## src/rtl/jacobian_fwd_mult.sv

```systemverilog
// Forward Jacobian product [dx dy] = [A B; C D] x [dth1 dth2] using one shared,
// time-multiplexed signed 24x9 multiplier, followed by rounding and saturation to 14 bits.
module jacobian_fwd_mult #(
  parameter int FRAC_BITS = 12
) (
  input  logic               clk,
  input  logic               reset,
  input  logic               enable,
  input  logic signed [23:0] jacA,
  input  logic signed [23:0] jacB,
  input  logic signed [23:0] jacC,
  input  logic signed [23:0] jacD,
  input  logic signed [8:0]  dth1,
  input  logic signed [8:0]  dth2,
  output logic               busy,
  output logic               data_ready,
  output logic signed [13:0] dx,
  output logic signed [13:0] dy,
  output logic               saturated
);

  typedef enum logic [2:0] {
    S_IDLE,
    S_X1,
    S_X2,
    S_Y1,
    S_Y2,
    S_OUT
  } state_e;

  localparam logic signed [34:0] HALF = 35'sd1 <<< (FRAC_BITS - 1);

  state_e             state_q;
  logic signed [23:0] a_q, b_q, c_q, d_q;
  logic signed [8:0]  t1_q, t2_q;
  logic signed [33:0] accx_q, accy_q;
  logic               busy_q, ready_q, sat_q;
  logic signed [13:0] dx_q, dy_q;

  logic signed [23:0] mul_a;
  logic signed [8:0]  mul_b;
  logic signed [32:0] prod;
  logic signed [33:0] prod_ext;
  logic [14:0]        scx, scy;

  // Rounds half toward +inf, then clamps; bit 14 of the result flags a clamp.
  function automatic logic [14:0] scale_sat(input logic signed [33:0] acc);
    logic signed [34:0] r;
    r = $signed({acc[33], acc}) + HALF;
    r = r >>> FRAC_BITS;
    if (r > 35'sd8191)
      return {1'b1, 14'h1FFF};
    else if (r < -35'sd8192)
      return {1'b1, 14'h2000};
    else
      return {1'b0, r[13:0]};
  endfunction

  always_comb begin
    mul_a = '0;
    mul_b = '0;
    case (state_q)
      S_X1:    begin mul_a = a_q; mul_b = t1_q; end
      S_X2:    begin mul_a = b_q; mul_b = t2_q; end
      S_Y1:    begin mul_a = c_q; mul_b = t1_q; end
      S_Y2:    begin mul_a = d_q; mul_b = t2_q; end
      default: begin mul_a = '0;  mul_b = '0;   end
    endcase
    prod     = 33'(mul_a) * 33'(mul_b);
    prod_ext = {prod[32], prod};
    scx      = scale_sat(accx_q);
    scy      = scale_sat(accy_q);
  end

  always_ff @(posedge clk or posedge reset) begin
    if (reset) begin
      state_q <= S_IDLE;
      a_q     <= '0;
      b_q     <= '0;
      c_q     <= '0;
      d_q     <= '0;
      t1_q    <= '0;
      t2_q    <= '0;
      accx_q  <= '0;
      accy_q  <= '0;
      busy_q  <= 1'b0;
      ready_q <= 1'b0;
      sat_q   <= 1'b0;
      dx_q    <= '0;
      dy_q    <= '0;
    end else begin
      ready_q <= 1'b0;
      case (state_q)
        S_IDLE: begin
          // busy stays high through the data_ready cycle, then follows enable.
          busy_q <= enable;
          if (enable) begin
            a_q     <= jacA;
            b_q     <= jacB;
            c_q     <= jacC;
            d_q     <= jacD;
            t1_q    <= dth1;
            t2_q    <= dth2;
            state_q <= S_X1;
          end
        end
        S_X1: begin
          accx_q  <= prod_ext;
          state_q <= S_X2;
        end
        S_X2: begin
          accx_q  <= accx_q + prod_ext;
          state_q <= S_Y1;
        end
        S_Y1: begin
          accy_q  <= prod_ext;
          state_q <= S_Y2;
        end
        S_Y2: begin
          accy_q  <= accy_q + prod_ext;
          state_q <= S_OUT;
        end
        S_OUT: begin
          dx_q    <= scx[13:0];
          dy_q    <= scy[13:0];
          sat_q   <= scx[14] | scy[14];
          ready_q <= 1'b1;
          state_q <= S_IDLE;
        end
        default: state_q <= S_IDLE;
      endcase
    end
  end

  assign busy       = busy_q;
  assign data_ready = ready_q;
  assign dx         = dx_q;
  assign dy         = dy_q;
  assign saturated  = sat_q;

endmodule

```

## config.mk

```make
export PLATFORM = sky130hd
export DESIGN_NAME = jacobian_fwd_mult
export DESIGN_NICKNAME = d
export VERILOG_FILES = /design/src/rtl/jacobian_fwd_mult.sv
export SDC_FILE = /design/constraint.sdc
export NUM_CORES = 1
export LEC_CHECK = 0
export CAP_MARGIN = 10
export CORE_AREA = 2 2 180 182
export DETAILED_ROUTE_END_ITERATION = 12
export DIE_AREA = 0 0 182 184
export HOLD_SLACK_MARGIN = 0.02
export PLACE_DENSITY = 0.86
export SLEW_MARGIN = 20
export SYNTH_ARGS = -nofsm -noshare
export SYNTH_HDL_FRONTEND = slang
export SYNTH_SLANG_ARGS = --single-unit
```

## constraint.sdc

```tcl
create_clock -name clk -period 13.3 [get_ports clk]
set_clock_uncertainty 0.05 [all_clocks]
set_input_delay 3.99 -clock clk [delete_from_list [all_inputs] [get_ports clk]]
set_output_delay 3.99 -clock clk [all_outputs]
set_load 0.05 [all_outputs]
```

=== Word level (Yosys, flattened, before mapping) ===
Index checks and enable logic that the tools add are counted.

* Bits in read-only memories: 0
* Register bits: 216
* Input bits: 117
* Output and inout bits: 31
* Bits in writable memories: 0
* Bits in latches: 0
* Memories kept: 0
* Logic and storage cells: 47

* Shifts and indexed selects: 0
* Bitwise operators: 1
* Equal/unequal tests: 6
* Mux-type cells: 11
* $mul: 1
* $lt $le $gt $ge: 4
* Add/subtract/negate cells: 4
* Div/mod/pow operators: 0
* Reductions and logical operators: 6

{| class="wikitable"
|+ Operators with widths
! operator !! number
|-
| $pmux W34 S2 || 2
|-
| $pmux W24 S4 || 1
|-
| $add A34 B13 Y35 const B || 2
|-
| $add A34 B33 Y34 || 2
|-
| $mux W15 || 4
|-
| $gt A23 B14 Y1 const B || 2
|-
| $lt A23 B14 Y1 const B || 2
|-
| $mul A24 B9 Y33 || 1
|-
| $pmux W9 S2 || 1
|-
| $pmux W3 S5 || 1
|-
| $eq A3 B2 Y1 const B || 2
|-
| $eq A3 B3 Y1 const B || 2
|-
| $reduce_bool A2 Y1 || 2
|-
| $reduce_or A2 Y1 || 2
|-
| $eq A3 B1 Y1 const B || 1
|-
| $logic_not A3 Y1 || 1
|-
| $mux W3 || 1
|-
| $ne A2 B2 Y1 const B || 1
|-
| $reduce_and A2 Y1 || 1
|-
| $mux W1 || 1
|-
| $or A1 B1 Y1 || 1
|}

=== Logic depth before layout (Yosys ltp) ===
* Word-level depth: 6
* Depth in mapped cells: 41
* Gate-level depth less buffers: 38

=== Worst setup path after synthesis ===
No wires, ideal clock.

* Path type: reg-to-reg
* From: reg state_q[1]
* To: reg accy_q[32]
* Arrival time: 8.665 ns
* Setup time: 0.083 ns
* Stages on the path, launching flop included: 36
* Clock period less this slack: 8.798 ns
* Slack: 4.502 ns
* Data required time: 13.167 ns
* Path buffers: 3
* Path through: dfrtp_1 > clkbuf_1 > nor2b_1 > and2_1 > clkbuf_1 > clkbuf_1 > a22o_1 > a221oi_1 > nor2_1 > fa_1 > fa_1 > fa_1 > fa_1 > ha_1 > ha_1 > a21oi_1 > nor2b_1 > o21a_1 > or4_1 > o221ai_1 > o21ai_1 > a21o_1 > a21oi_1 > xor2_1 > inv_1 > ha_1 > a21o_1 > a21oi_1 > nor2_1 > a311oi_1 > o21ai_0 > a211oi_1 > o21ai_0 > a21oi_1 > mux2_2 > o21ai_0

* Word-level cells in the longest chain between the ends: 6
* Elaborated cells between the ends (all ways): 12
* Classes of those cells: add/sub (1); mul (1); eq/ne (4); mux (3); reduce/logical (3)

{| class="wikitable"
|+ Ends and longest elaborated chain
! what !! line !! text
|-
| from (decl) || 33 || <nowiki>state_e state_q;</nowiki>
|-
| from (signal assigned) || 77 || <nowiki>state_q <= S_IDLE;</nowiki>
|-
| from (signal assigned) || 104 || <nowiki>state_q <= S_X1;</nowiki>
|-
| from (signal assigned) || 109 || <nowiki>state_q <= S_X2;</nowiki>
|-
| $eq A3 B3 Y1 (tied with other cells) || 62, 93 ||
|-
| $reduce_or A2 Y1 (no source line) || - ||
|-
| $pmux W9 S2 || 62 || <nowiki>case (state_q)</nowiki>
|-
| $mul A24 B9 Y33 || 69 || <nowiki>prod = 33'(mul_a) * 33'(mul_b);</nowiki>
|-
| $add A34 B33 Y34 || 120 || <nowiki>accy_q <= accy_q + prod_ext;</nowiki>
|-
| $pmux W34 S2 || 93 || <nowiki>case (state_q)</nowiki>
|-
| to (signal assigned) || 116 || <nowiki>accy_q <= prod_ext;</nowiki>
|-
| to (signal assigned) || 120 ||
|-
| to (decl) || 36 || <nowiki>logic signed [33:0] accx_q, accy_q;</nowiki>
|}

Parallel ways exist; a longest one is shown, timed or not.
A chain may end at the register's enable or synchronous reset.

=== Worst setup path in the final report ===
* From: reg state_q[0]
* To: reg accy_q[32]

The elaborated chain is that of the path after synthesis.

==> impl_metrics.env <==
export IMPL_start_util_pct=64.42
export IMPL_coreArea_um2=31390
export IMPL_drc=0
export IMPL_worstSetupEndpointType="flip-flop"
export IMPL_yosysTopAreaCellShare_pct=26.73
export IMPL_num_rows=65
export IMPL_grt_pass1_wl_um=89870
export IMPL_drt_total_wl_um=56800
export IMPL_num_vias=17150
export IMPL_cts_tree="built"
export IMPL_avgSynthCellArea_um2=9.540
export IMPL_slew_violations=0
export IMPL_setup_tns_ns=0
export IMPL_syn_cell_area_um2=20220
export IMPL_yosys_warnings=0
export IMPL_grt_pass1_vias=17340
export IMPL_synth_edf_count=0
export IMPL_drtIter0Drc=1456
export IMPL_setup_ws_ns=2.835
export IMPL_min_path_type="reg2reg"
export IMPL_worstSetupPathType="reg2reg"
export IMPL_dr_max_layer_used="met4"
export IMPL_cts_max_level=1
export IMPL_status="completed"
export IMPL_tightestPinTransition_ns=1.124
export IMPL_synthArstFlopShare_pct=100.0
export IMPL_cts_resized=0
export IMPL_fin_crit_ns=10.46
export IMPL_synthMostInstantiatedCell="dfrtp_1"
export IMPL_path_max_fanout=34
export IMPL_cts_sinks=216
export IMPL_track_usage_pct=33.94
export IMPL_cp_startpoint="state_q[0]"
export IMPL_drive_above_1_share_pct=9.180
export IMPL_synth_top_family_by_area="adder cells"
export IMPL_arrival_ns=10.85
export IMPL_crit_end="accy_q[32]"
export IMPL_maxSlewHeadroom_pct=25.10
export IMPL_worst_setup_path_start_kind="flip-flop"
export IMPL_cap_violations=0
export IMPL_r2r_cells=32
export IMPL_rsz0062_at_grt="false"
export IMPL_clkLatencyLatePin_ns=0.53
export IMPL_synth_compound_area_share_pct=18.19
export IMPL_die_area_um2=33490
export IMPL_io_pins=148
export IMPL_finalHoldViolations=0
export IMPL_dp_slack_ns=3.061
export IMPL_synthDistinctLibCells=75
export IMPL_drt_met1_wl_um=21910
export IMPL_synth_xor_area_share_pct=5.024
export IMPL_firstDrtPassIters=7
export IMPL_wl_met2_um=27000
export IMPL_place_gp_congestion=1.004
export IMPL_cts_root_buf="clkbuf_16"
export IMPL_portBuffers=147
export IMPL_numCtsBuffers=24
export IMPL_r2r_end="accy_q[32]"
export IMPL_diodes=0
export IMPL_path_clk_slew_ns=0.06
export IMPL_syn2layout_area_growth_pct=13.38
export IMPL_ctsHoldBuffers=0
export IMPL_synthAdderAreaFrac_pct=26.34
export IMPL_ys_seq_area_share_pct=26.73
export IMPL_synth_top_area_cell="dfrtp_1"
export IMPL_fin_util_pct=73.05
export IMPL_postCtsSetupBuffers=0
export IMPL_num_nets_final=2652
export IMPL_grt_max_degree=137
export IMPL_fmax_ghz=0.09556
export IMPL_critPathMaxStageDelay_ns=1.05
export IMPL_fin_crit_sh_pct=78.68
export IMPL_wire_per_inst_um=21.56
export IMPL_finalSetupViolCount=0
export IMPL_netlist_top_cells_count="216 x dfrtp_1, 215 x nor2_1, 204 x nand2_1, 178 x fa_1, 158 x inv_1"
export IMPL_synth_area_leaders="dfrtp_1 27%, fa_1 18%, ha_1 8.7%"
export IMPL_synthFlopType="dfrtp_1"
export IMPL_regToRegStartpoint="state_q[0]"
export IMPL_netlist_instances=2120
export IMPL_clockBufferDepth=3
export IMPL_ys_ff_latch=216
export IMPL_reg2reg_slack_ns=2.84
export IMPL_synth_simple_area_share_pct=12.31
export IMPL_required_ns=13.69
export IMPL_synth_area_mux_share_pct=6.601
export IMPL_dr_wl_met3_um=4833
export IMPL_gr_total_overflow=0
export IMPL_crit_slowest_cell="dfrtp_1"
export IMPL_fp_dieW_um=182
export IMPL_ant_nets=0
export IMPL_dp_hpwl_um=42880
export IMPL_fp_dieH_um=184
export IMPL_syn_nets=2556
export IMPL_antenna_found_initial=0
export IMPL_viasPerCell=6.509
==> worst min-delay path by stage <==
| stage | startpoint | end | slack [ns] | depth (start not counted) |
|---|---|---|---|---|
| global placement | dx[0] | dx[0] | 0.42 | 2 |
| detailed placement | dx[0] | dx[0] | 0.43 | 2 |
| global route | dx[11] | dx[11] | 0.46 | 1 |
| floorplan | accx_q[6] | accx_q[6] | 0.41 | 2 |
| finish | dx[11] | dx[11] | 0.44 | 1 |
| CTS | dx[0] | dx[0] | 0.44 | 2 |
==> placed cells by master, fill, tap and decap left out, types with 5 or more instances in the layout <==
cell type,Yosys,routed
clkbuf_16,0,25
o31ai_1,11,11
xnor2_1,67,67
nand2b_1,18,18
nor2_1,215,215
a22oi_1,22,22
xor2_1,49,49
ha_1,141,141
a22o_1,21,21
nor2b_1,15,14
o22a_1,5,5
o221ai_1,6,6
bufinv_16,0,5
clkdlybuf4s50_1,0,147
nand3_1,28,28
buf_4,1,17
o22ai_1,36,32
nor3_1,14,14
dfrtp_1,216,216
o211ai_1,26,26
a211oi_1,18,18
a221o_1,24,24
o21ai_0,73,73
a31oi_1,13,13
a21o_1,36,36
nand2_1,204,204
mux2_2,115,115
and2_1,11,8
o21a_1,41,41
fa_1,178,178
o21bai_1,15,15
nand4_1,20,20
a221oi_1,34,34
and3_1,15,15
a21oi_1,108,108
inv_1,158,157
==> layout make-up <==
type | count | area (um^2)
multi-input cells | 1647 | 13890
fillers | 2213 | 8462
flip-flops and latches | 216 | 5405
repair buffers | 168 | 1640
clock buffers | 32 | 691.9
inverters | 159 | 604.3
well taps | 402 | 503.0
clock inverters | 11 | 197.7
==> stage by stage <==
step	cells	area, um^2	hold slack (ns)
finish	2635	22930	0.4392
global route	2635	22930	0.4562
CTS	2633	22900	0.4432
detailed placement	2590	22010	0.4291
global placement	2589	22000	0.4205
floorplan	2120	20220	0.4125
==> cells by family after synthesis <==
family / Yosys count
fa+ha+maj: 319
mux: 119
buf+inv: 257
xor+xnor: 116
flops: 216
compound gates: 526
simple gates: 567
==> flip-flops by register name, summed over array words and instances, names as in the netlist, 3 cells and up <==
signal and count:
a_q 24, dy 14, t1_q 9, b_q 24, state_q 3, accy_q 34
c_q 24, d_q 24, accx_q 34, t2_q 9, dx 14
==> critical path: cells and delay by family (launching register included) <==
| family | cells | cell delay [ns] |
|---|---|---|
| compound gates | 16 | 3.45 |
| xor+xnor | 1 | 0.23 |
| fa+ha+maj | 7 | 3.05 |
| buf+inv | 2 | 0.62 |
| flops | 1 | 1.05 |
| mux | 1 | 0.35 |
| simple gates | 5 | 1.51 |
==> routing by layer <==
layer | track usage [%] | vias to the layer above
li1 | - | 7616
met1 | 42.60 | 8399
met2 | 56.84 | 949
met3 | 5.983 | 186
met4 | 17.26 | 0
met5 | 0 | -
Power is not shown: default switching activity piles up to over one toggle a cycle in this logic, so the estimate is an artifact.
